--- src/rtl/climate_scheduler.sv ---
// ============================================================================
// climate_scheduler: hysteresis-based heat/cool sequencer with minimum run and rest times.
// Revision: 1.0
// ============================================================================
`default_nettype none

module climate_scheduler #(
  parameter logic [4:0] HEAT_ON  = 5'd18,
  parameter logic [4:0] HEAT_OFF = 5'd20,
  parameter logic [4:0] COOL_ON  = 5'd22,
  parameter logic [4:0] COOL_OFF = 5'd20,
  parameter int         MIN_ON   = 4,
  parameter int         MIN_OFF  = 3
) (
  input  logic       clk,
  input  logic       rst,
  input  logic       enable,
  input  logic [4:0] temperature,
  output logic       heating,
  output logic       cooling,
  output logic [1:0] state,
  output logic       lockout
);

  localparam logic [1:0] c_IDLE = 2'b00;
  localparam logic [1:0] c_HEAT = 2'b01;
  localparam logic [1:0] c_COOL = 2'b10;
  localparam logic [1:0] c_REST = 2'b11;

  // Timer values seen on the last cycle of the minimum run / rest windows.
  localparam logic [7:0] c_ON_LAST  = 8'(MIN_ON - 1);
  localparam logic [7:0] c_OFF_LAST = 8'(MIN_OFF - 1);

  logic [1:0] r_state;
  logic [7:0] r_timer;
  logic [1:0] w_next;

  always_comb begin
    w_next = r_state;
    case (r_state)
      c_IDLE: begin
        if (enable && (temperature <= HEAT_ON)) begin
          w_next = c_HEAT;
        end else if (enable && (temperature >= COOL_ON)) begin
          w_next = c_COOL;
        end
      end
      c_HEAT: begin
        if (!enable || ((r_timer >= c_ON_LAST) && (temperature >= HEAT_OFF))) begin
          w_next = c_REST;
        end
      end
      c_COOL: begin
        if (!enable || ((r_timer >= c_ON_LAST) && (temperature <= COOL_OFF))) begin
          w_next = c_REST;
        end
      end
      c_REST: begin
        if (r_timer == c_OFF_LAST) begin
          w_next = c_IDLE;
        end
      end
      default: w_next = c_IDLE;
    endcase
  end

  always_ff @(posedge clk) begin
    if (rst) begin
      r_state <= c_IDLE;
      r_timer <= 8'd0;
    end else begin
      r_state <= w_next;
      // Timer restarts on every state entry and saturates rather than wraps.
      if (w_next != r_state) begin
        r_timer <= 8'd0;
      end else if (r_timer != 8'hFF) begin
        r_timer <= r_timer + 8'd1;
      end
    end
  end

  assign heating = (r_state == c_HEAT);
  assign cooling = (r_state == c_COOL);
  assign lockout = (r_state == c_REST);
  assign state   = r_state;

endmodule

`default_nettype wire

--- config.mk ---
export PLATFORM = sky130hd
export DESIGN_NAME = climate_scheduler
export DESIGN_NICKNAME = d
export VERILOG_FILES = /design/src/rtl/climate_scheduler.sv
export SDC_FILE = /design/constraint.sdc
export NUM_CORES = 1
export LEC_CHECK = 0
export ABC_AREA = 1
export CAP_MARGIN = 5
export CORE_MARGIN = 5
export CORE_UTILIZATION = 47
export CTS_BUF_LIST = sky130_fd_sc_hd__clkbuf_8
export DETAILED_ROUTE_END_ITERATION = 6
export PLACE_DENSITY_LB_ADDON = 0.2
export SYNTH_ARGS = -nofsm -noshare
export SYNTH_HDL_FRONTEND = slang
export SYNTH_SLANG_ARGS = --single-unit
--- constraint.sdc ---
create_clock -name clk -period 1.3 [get_ports clk]
set_input_delay 0.195 -clock clk [delete_from_list [all_inputs] [get_ports clk]]
set_output_delay 0.195 -clock clk [all_outputs]
set_load 0.01 [all_outputs]
* After elaboration in Yosys (flattened, before gate mapping)
Cells that the tools add are included.
** Storage, ports and cells
- Bits in registers :: 10
- Bits of input ports :: 8
- Word-level logic and storage cells :: 29
** Operators by class
- Add/sub/neg operators :: 1
- $lt $le $gt $ge :: 5
- Equal/unequal tests :: 6
- Multiplexer cells :: 6
- Reduce and logical (&&, ||, !) cells :: 9
** Operator list (number)
- 5-bit greater-or-equal comparator, second input constant :: 2
- 5-bit <= comparator, second input constant :: 2
- 2-bit two-way mux :: 5
- 8-bit by 1-bit adder with 8-bit output, second input constant :: 1
- 8-bit by 2-bit equality test with 1-bit output, second input constant :: 1
- 8-bit by 2-bit greater-or-equal comparator with 1-bit output, second input constant :: 1
- 8-bit != test, second input constant :: 1
- 2-bit one-hot mux with 4 select lines :: 1
- 2-bit equality test, second input constant :: 2
- 1-bit logical AND :: 4
- 2-bit by 1-bit equality test with 1-bit output, second input constant :: 1
- 2-bit logical NOT :: 1
- 1-bit logical OR :: 2
- 2-bit != test :: 1
- 2-bit OR reduction :: 1
- 1-bit logical NOT :: 1

* Logic depth before layout (Yosys ltp)
Gate-level depths: netlist of the first run.
- Depth in word-level cells :: 7
- Gate-level depth with buffers :: 11
- Gate-level depth less buffers :: 11

* Worst setup path after synthesis of the first run
OpenSTA, ideal clock, no wires.
- Path kind :: reg-to-reg
- From :: reg r_timer[1]
- To :: reg r_timer[3]
- Setup time :: 0.116 ns
- Arrival :: 1.235 ns
- Required time :: 1.184 ns
- Path slack :: -0.051 ns
- Cell stages (with the launch flop) :: 7
- Clock period less this slack :: 1.351 ns
- Cell sequence :: dfxtp_1 -> ha_1 -> nand4_2 -> nor3_4 -> nor2_1 -> xnor2_1 -> nor2_1
** Between the ends
- Longest elaborated chain between the ends :: 7
- Elaborated cells on any way between the ends :: 14
- Classes of those cells :: 1 x add/sub; 1 x order compare; 3 x eq/ne; 4 x mux; 5 x reduce/logical
** RTL lines
- start: declaration :: line 35 : logic [7:0] r_timer;
- start signal: assignment :: line 77 : r_timer <= r_timer + 8'd1;
- 8-bit by 2-bit greater-or-equal comparator with 1-bit output :: line 49, 54
- 1-bit logical AND, on equally long branches :: line 54, 49
- 1-bit logical OR, on equally long branches :: line 54, 49
- 2-bit two-way mux, on equally long branches :: line 54, 49
- 2-bit one-hot mux with 4 select lines :: line 40 : case (r_state)
- 2-bit != test :: line 74 : if (w_next != r_state) begin
- 2-bit OR reduction (no line)
Parallel ways exist; a longest one is shown, timed or not.
A chain may end at the register's enable or synchronous reset.

* Final worst setup path of the first run
- From :: reg r_timer[0]
- To :: reg r_timer[0]
Same word-level chain as after synthesis.

==> results of run 1 <==
==> worst max-delay path: cells and delay by family, from the launching register on <==
family / cells / cell delay (ns)
AND/OR/NAND/NOR: 7 / 0.74
flip-flops: 1 / 0.36
AO/OA/AOI/OAI: 1 / 0.17
adder cells (fa/ha/maj): 1 / 0.13
buffers and inverters: 1 / 0.06
==> report_power, final <==
group | internal [mW] | leakage [nW] | switching, mW
combinational | 0.185 | 0.459 | 0.200
sequential | 0.335 | 0.0847 | 0.0402
clock | 0.202 | 0.0216 | 0.108
total | 0.722 | 0.565 | 0.349
==> sequential cells by signal, summed over array words and instances, names as in the netlist <==
register  flops
r_timer       8
state         2
==> cell families after synthesis <==
| family | count (synthesis) | synth area share, % |
|---|---|---|
| AOI/OAI and AO/OA | 12 | 10.6 |
| xor gates and xnor gates | 4 | 5.32 |
| adders and majority gates | 2 | 3.80 |
| buffers and inverters | 18 | 10.3 |
| DFF | 10 | 30.4 |
| and+or+nand+nor | 56 | 39.5 |
==> final timing paths <==
check,to,start,depth (start not counted),slack (ns)
setup / recovery,r_timer[0],r_timer[0],10,-0.24
hold / removal,state[1],rst,3,0.63
setup reg to reg,r_timer[0],r_timer[0],10,-0.24
hold reg to reg,r_timer[3],r_timer[3],2,0.65
==> cell usage in the layout (no fill, tap or decap), drive strengths merged <==
cell / instances
nor3: 2
xor2: 2
nand4: 3
a21oi: 3
nor2: 25
buf: 28
xnor2: 2
inv: 18
nand2: 18
o21ai: 7
nand3: 8
clkdlybuf4s50: 5
o21bai: 1
ha: 2
a32oi: 1
dfxtp: 10
clkbuf: 5
dlygate4sd2: 5
==> what timing repair did <==
item | 4_1_cts | 5_1_grt
endpoints found under the hold margin | 0 | 0
setup endpoints to repair | 13 | 12
pin swaps | 5 | 15
resized for setup | 16 | 31
buffers inserted | 6 | 4
hold buffers | 0 | 0
==> area by class of cell <==
cell class                 instances  area, um^2
timing repair buffer              40         314
multi-input combinational         74         515
inverter                          18        70.1
tap                               15        18.8
fill                              70         143
sequential                        10         215
clock buffer                       3        41.3
==> cells in the mapped netlist <==
library cell | number | area share, %
sky130_fd_sc_hd__nand2_1 | 16 | 9.1
sky130_fd_sc_hd__nand3_1 | 8 | 6.1
sky130_fd_sc_hd__a21oi_2 | 1 | 1.3
sky130_fd_sc_hd__xor2_1 | 2 | 2.7
sky130_fd_sc_hd__inv_1 | 17 | 9.7
sky130_fd_sc_hd__inv_2 | 1 | 0.57
sky130_fd_sc_hd__o21ai_1 | 2 | 1.5
sky130_fd_sc_hd__nand4_1 | 2 | 1.9
sky130_fd_sc_hd__a21oi_1 | 2 | 1.5
sky130_fd_sc_hd__a32oi_1 | 1 | 1.3
sky130_fd_sc_hd__o21bai_1 | 1 | 1.1
sky130_fd_sc_hd__ha_1 | 2 | 3.8
sky130_fd_sc_hd__xnor2_1 | 2 | 2.7
sky130_fd_sc_hd__nor2_2 | 3 | 2.9
sky130_fd_sc_hd__nand4_2 | 1 | 1.9
sky130_fd_sc_hd__o21ai_0 | 5 | 3.8
sky130_fd_sc_hd__nor3_4 | 1 | 2.5
sky130_fd_sc_hd__nor2_1 | 22 | 13
sky130_fd_sc_hd__nor3_1 | 1 | 0.76
sky130_fd_sc_hd__dfxtp_1 | 10 | 30
sky130_fd_sc_hd__nand2_2 | 2 | 1.9
==> per-layer routing <==
layer	vias to the layer above	part of all wire, %
met5	-	0
met2	35	52
met4	0	2.9
li1	410	-
met3	10	5.2
met1	409	40
==> metrics by stage <==
| stage | cell area, um^2 | setup TNS [ns] | setup WS (ns) | cells | utilization [%] |
|---|---|---|---|---|---|
| floorplan | 684 | -0.00660 | -0.00660 | 102 | - |
| finish | 1170 | -2.08 | -0.243 | 160 | 89.2 |
| CTS | 1050 | -1.19 | -0.158 | 156 | 80.0 |
| global placement | 958 | -3.28 | -0.376 | 147 | 72.7 |
| global route | 1170 | -2.91 | -0.335 | 160 | 89.2 |
| detailed placement | 958 | -3.71 | -0.416 | 147 | 72.7 |
==> run metrics, run 1 <==
Syn. warnings 0; critical path fanouts, max 8; depth of the CTS H-tree 1; number of search-and-repair iterations in the first detailed-routing pass 4; detail-routed net length per standard cell 15.9 um; antenna cell count 0; Setup crit start kind register; cell breakdown of the critical path inv_4 > ha_4 > nand3_4 > nor2_4 > nor2_2 > nor2_2 > nand2_2 > a21oi_4 > nand2_4 > nor2_2; TritonCTS clock tree yes; distinct cell type count after synthesis 21; slowest cell on the critical path sky130_fd_sc_hd__dfxtp_4; peak supply drop 0.000592 V; crit-path most repeated cell sky130_fd_sc_hd__nor2_2; total power draw 1.07 mW; sum of net half-perimeters after detailed placement 1370 um; first-pass GRT wire length 3190 um; clock network latency to the later pin of the worst-skew pair around 0.24 ns; # DRC 0; standard-cell rows 13; final wirelength 2540 um; static leakage power 0.565 nW; WP data required 1.46 ns; status finished with violations; final setup fails 9; endpoints failing hold 0; kind of critical path reg -> reg; sequential cell area fraction in the yosys report approximately 30%; total routing usage reported by global routing a little over a fifth; Clock Tree Root sky130_fd_sc_hd__clkbuf_8; max-capacitance violation count 0; Mapped Nets 112; maximum buffer depth of the clock tree 2; clock input transition at the sequential cells of the worst setup and hold paths around 0.05 ns; vias per cell 5.40; layer with the highest usage met2; min cycle time layout 1.54 ns; setup repair after global routing missed its margin yes; routability congestion estimate from global placement 0.844; endpoint class of the critical path register; Die X-Extent roughly 47 um; total global routing overflow 0; met1 Resource Use GR 23.9%; worst hold path type in -> reg; DIE HEIGHT 47.4 um; Setup Skew 0.00654 ns; layout net count around 160; Worst Tran Pin Value approximately 0.31 ns; violated checks setup timing; Period Utilization, post-route 119%; number of port buffers 12; initial antenna violation count 0; Post-DRT Antenna Nets 0; Clock Sink Count 10; number of I/O pins 13; minimum setup slack in the final design -0.243 ns; critical path arrival roughly 1.7 ns; Pins Over Slew Limit 0; maximum cell stage delay along the critical path 0.36 ns; number of cells produced by synthesis 102; full die area 0.00225 mm^2; cell area after synthesis 658 um^2; met2 layer usage reported by global route a little over a third; met3 capacity usage during global routing 8.27%; power density cells 911 mW/mm^2; initial standard-cell utilization of the core 50.0%; Seq cells post-synth 10; worst relative slew slack 79.1%; maximum number of pins on one net before global-route repair 9; area grow syn2layout 78.5%; detailed router's first-iteration violation count 44; Placeable Area around 0.0013 mm^2; average cell area after synthesis 6.45 um^2; vias in the first global route 734; tightest hold margin between 0.6 and 0.7 ns; highest clock frequency the design can meet roughly 650 MHz; layout cell share with drive strength beyond 1 about half; clock buffers created by TritonCTS 3; vias after detailed routing 864
(Power assumes the default switching activity.)
==> inputs of run 2 (changes only) <==
Settings changed: SETUP_SLACK_MARGIN from default to 0.5, SLEW_MARGIN from default to 40.
==> run 2 against run 1 <==
  * The run still ends with setup timing left
  * Global-route usage is 1.6 points higher
  * Fmax is 2.7% lower
  * Non-clock buffer count is 1 higher
  * Clock-buffer cell count stayed put
  * Die area stayed put
  * Total power is 11% higher
  * Combinational power is 26% higher
  * Critical path type unchanged
  * Highest routed layer unchanged
==> run metrics, run 2 (synthesized netlist as in run 1, its figures left out) <==
Period Utilization, post-route 122% (+3.3 points); max-capacitance violation count 0 (unchanged); peak supply drop 0.000854 V (+44%); initial antenna violation count 0 (unchanged); Placeable Area 0.00132 mm^2 (unchanged); first-pass GRT wire length 3410 um (+6.7%); Hold Buf Count CTS 0 (unchanged); Setup crit start kind register; capturing point of the worst reg2reg path r_timer[4]; Largest register FFs 8 (unchanged); kind of critical path reg -> reg; static leakage power 0.596 nW (+5.5%); endpoints failing hold 0 (unchanged); layout net count 158 (+0.64%); area grow syn2layout 90.3%; min cycle time layout 1.59 ns (+0.0430 ns); layout cell share with drive strength beyond 1 54.1% (+5.1 points); status finished with violations; WP data required 1.47 ns (about the same); clock buffers created by TritonCTS 3 (unchanged); clock input transition at the sequential cells of the worst setup and hold paths 0.05 ns (about the same); vias after detailed routing 980 (+13%); final setup fails 10 (+1); most common cell after layout, fill and taps aside sky130_fd_sc_hd__buf_4; antenna cell count 0 (unchanged); setup repair after global routing missed its margin yes; reg-to-reg slack, setup -0.29 ns (-0.04 ns); full die area 0.00225 mm^2 (unchanged); detailed router's first-iteration violation count 78 (+77%); worst hold path type in -> reg; Worst Tran Pin Value 0.341 ns (+0.0279 ns); worst relative slew slack 77.2% (-1.9 points); number of search-and-repair iterations in the first detailed-routing pass 5 (+1); violated checks setup timing; total global routing overflow 0 (unchanged); vias per cell 6.09 (+13%); critical path fanouts, max 8 (unchanged); maximum buffer depth of the clock tree 2 (unchanged); number of I/O pins 13 (unchanged); Clock Tree Root sky130_fd_sc_hd__clkbuf_8; number of port buffers 12 (unchanged); # DRC 0 (unchanged); R2R cell count 9 (-1); highest clock frequency the design can meet 630 MHz (-2.7%); Setup Skew 0.00498 ns (-0.00156 ns); Post-DRT Antenna Nets 0 (unchanged); startpoint of the lowest-slack hold path enable; initial standard-cell utilization of the core 50.0% (unchanged); power density cells 946 mW/mm^2 (+3.9%); depth of the CTS H-tree 1 (unchanged); Clock Sink Count 10 (unchanged); standard-cell rows 13 (unchanged); final standard cell utilization of the core 95.1% (+5.9 points); minimum setup slack in the final design -0.286 ns (-0.0430 ns); critical path arrival 1.76 ns (+0.06 ns); total power draw 1.19 mW (+11%); Die X-Extent 47.4 um (unchanged); endpoint class of the critical path register; detail-routed net length per standard cell 20.2 um (+27%); Pins Over Slew Limit 0 (unchanged); clock network latency to the later pin of the worst-skew pair 0.24 ns (about the same); vias in the first global route 833 (+13%); FF-to-FF Start r_timer[4]; total routing usage reported by global routing 22.5% (+1.6 points); sum of net half-perimeters after detailed placement 1300 um (-4.8%); instance count along the most critical hold path 7 (+4); final wirelength 3250 um (+28%); top library cells by usage in the layout, fill and taps aside 23 x sky130_fd_sc_hd__buf_4, 12 x sky130_fd_sc_hd__nor2_1, 11 x sky130_fd_sc_hd__nand2_1, 11 x sky130_fd_sc_hd__buf_6, 10 x sky130_fd_sc_hd__inv_1; worst min-delay path endpoint state[1]; routability congestion estimate from global placement 0.740 (-12%); TritonCTS clock tree yes; maximum number of pins on one net before global-route repair 9 (unchanged); DIE HEIGHT 47.4 um (unchanged); register containing the most flip-flops in the final layout r_timer
## run 2: cell count changes in the layout (fill, tap and decap cells not counted), sizes merged
cell           previous run  this run
buf                      28        34
dlygate4sd2               5         2
clkbuf                    5         3
clkdlybuf4s50             5         3
dlymetal6s2s              0         2
## run 2: how the worst max path moves through the flow
stage / slack [ns] / depth (start not counted) / end / from
6_report: -0.29 / 9 / r_timer[4] / r_timer[4]
5_1_grt: -0.46 / 9 / r_timer[4] / r_timer[4]
4_1_cts: -0.16 / 10 / r_timer[0] / r_timer[1]
3_5_place_dp: -0.44 / 10 / r_timer[0] / temperature[3]
3_3_place_gp: -0.37 / 10 / r_timer[1] / temperature[3]
2_1_floorplan: -0.007 / 6 / r_timer[3] / r_timer[1]
## run 2: worst max-delay path: stages, from the launching register on
cell and delay, ns:
sky130_fd_sc_hd__dfxtp_1 0.35, sky130_fd_sc_hd__nor2_2 0.18, sky130_fd_sc_hd__nand2_2 0.11, sky130_fd_sc_hd__nor2_4 0.14, sky130_fd_sc_hd__nor2_2 0.06, sky130_fd_sc_hd__nor2_2 0.12
sky130_fd_sc_hd__nand2_2 0.07, sky130_fd_sc_hd__a21oi_2 0.21, sky130_fd_sc_hd__nand2_4 0.13, sky130_fd_sc_hd__nor2_1 0.13
## run 2: per-layer routing
metal	GRT usage (%)	up-vias	share of wire, %
li1	-	415	-
met1	22.2	445	35
met2	41.7	83	47
met3	7.89	37	8.8
met4	9.94	0	8.4
met5	0	-	0
## run 2: where the power goes
| part | internal, mW | switching, mW | total (mW) |
|---|---|---|---|
| sequential | 0.335 | 0.0408 | 0.375 |
| combinational | 0.237 | 0.250 | 0.487 |
| clock | 0.203 | 0.120 | 0.323 |
## run 2: area by class of cell
type | count | area [um^2]
multi-input cells | 74 | 528
repair buffers | 41 | 369
flip-flops and latches | 10 | 215
inverters | 18 | 80.1
fillers | 40 | 65.1
clock buffers | 3 | 41.3
well taps | 15 | 18.8
## run 2: timing repair
action | 4_1_cts | 5_1_grt
setup endpoints to repair | 15 | 15
setup buffers | 11 | 2
pin swaps | 8 | 17
resized for setup | 37 | 40
endpoints found under the hold margin | 0 | 0
## run 2: through the flow
stage	TNS, ns	hold slack, ns	instances	worst slack (ns)	cell area [um^2]
floorplan	-0.00660	0.257	102	-0.00660	692
global placement	-3.06	0.579	145	-0.374	951
detailed placement	-3.56	0.605	145	-0.440	951
CTS	-1.26	0.614	159	-0.159	1100
global route	-3.11	0.670	161	-0.455	1250
finish	-2.39	0.638	161	-0.286	1250
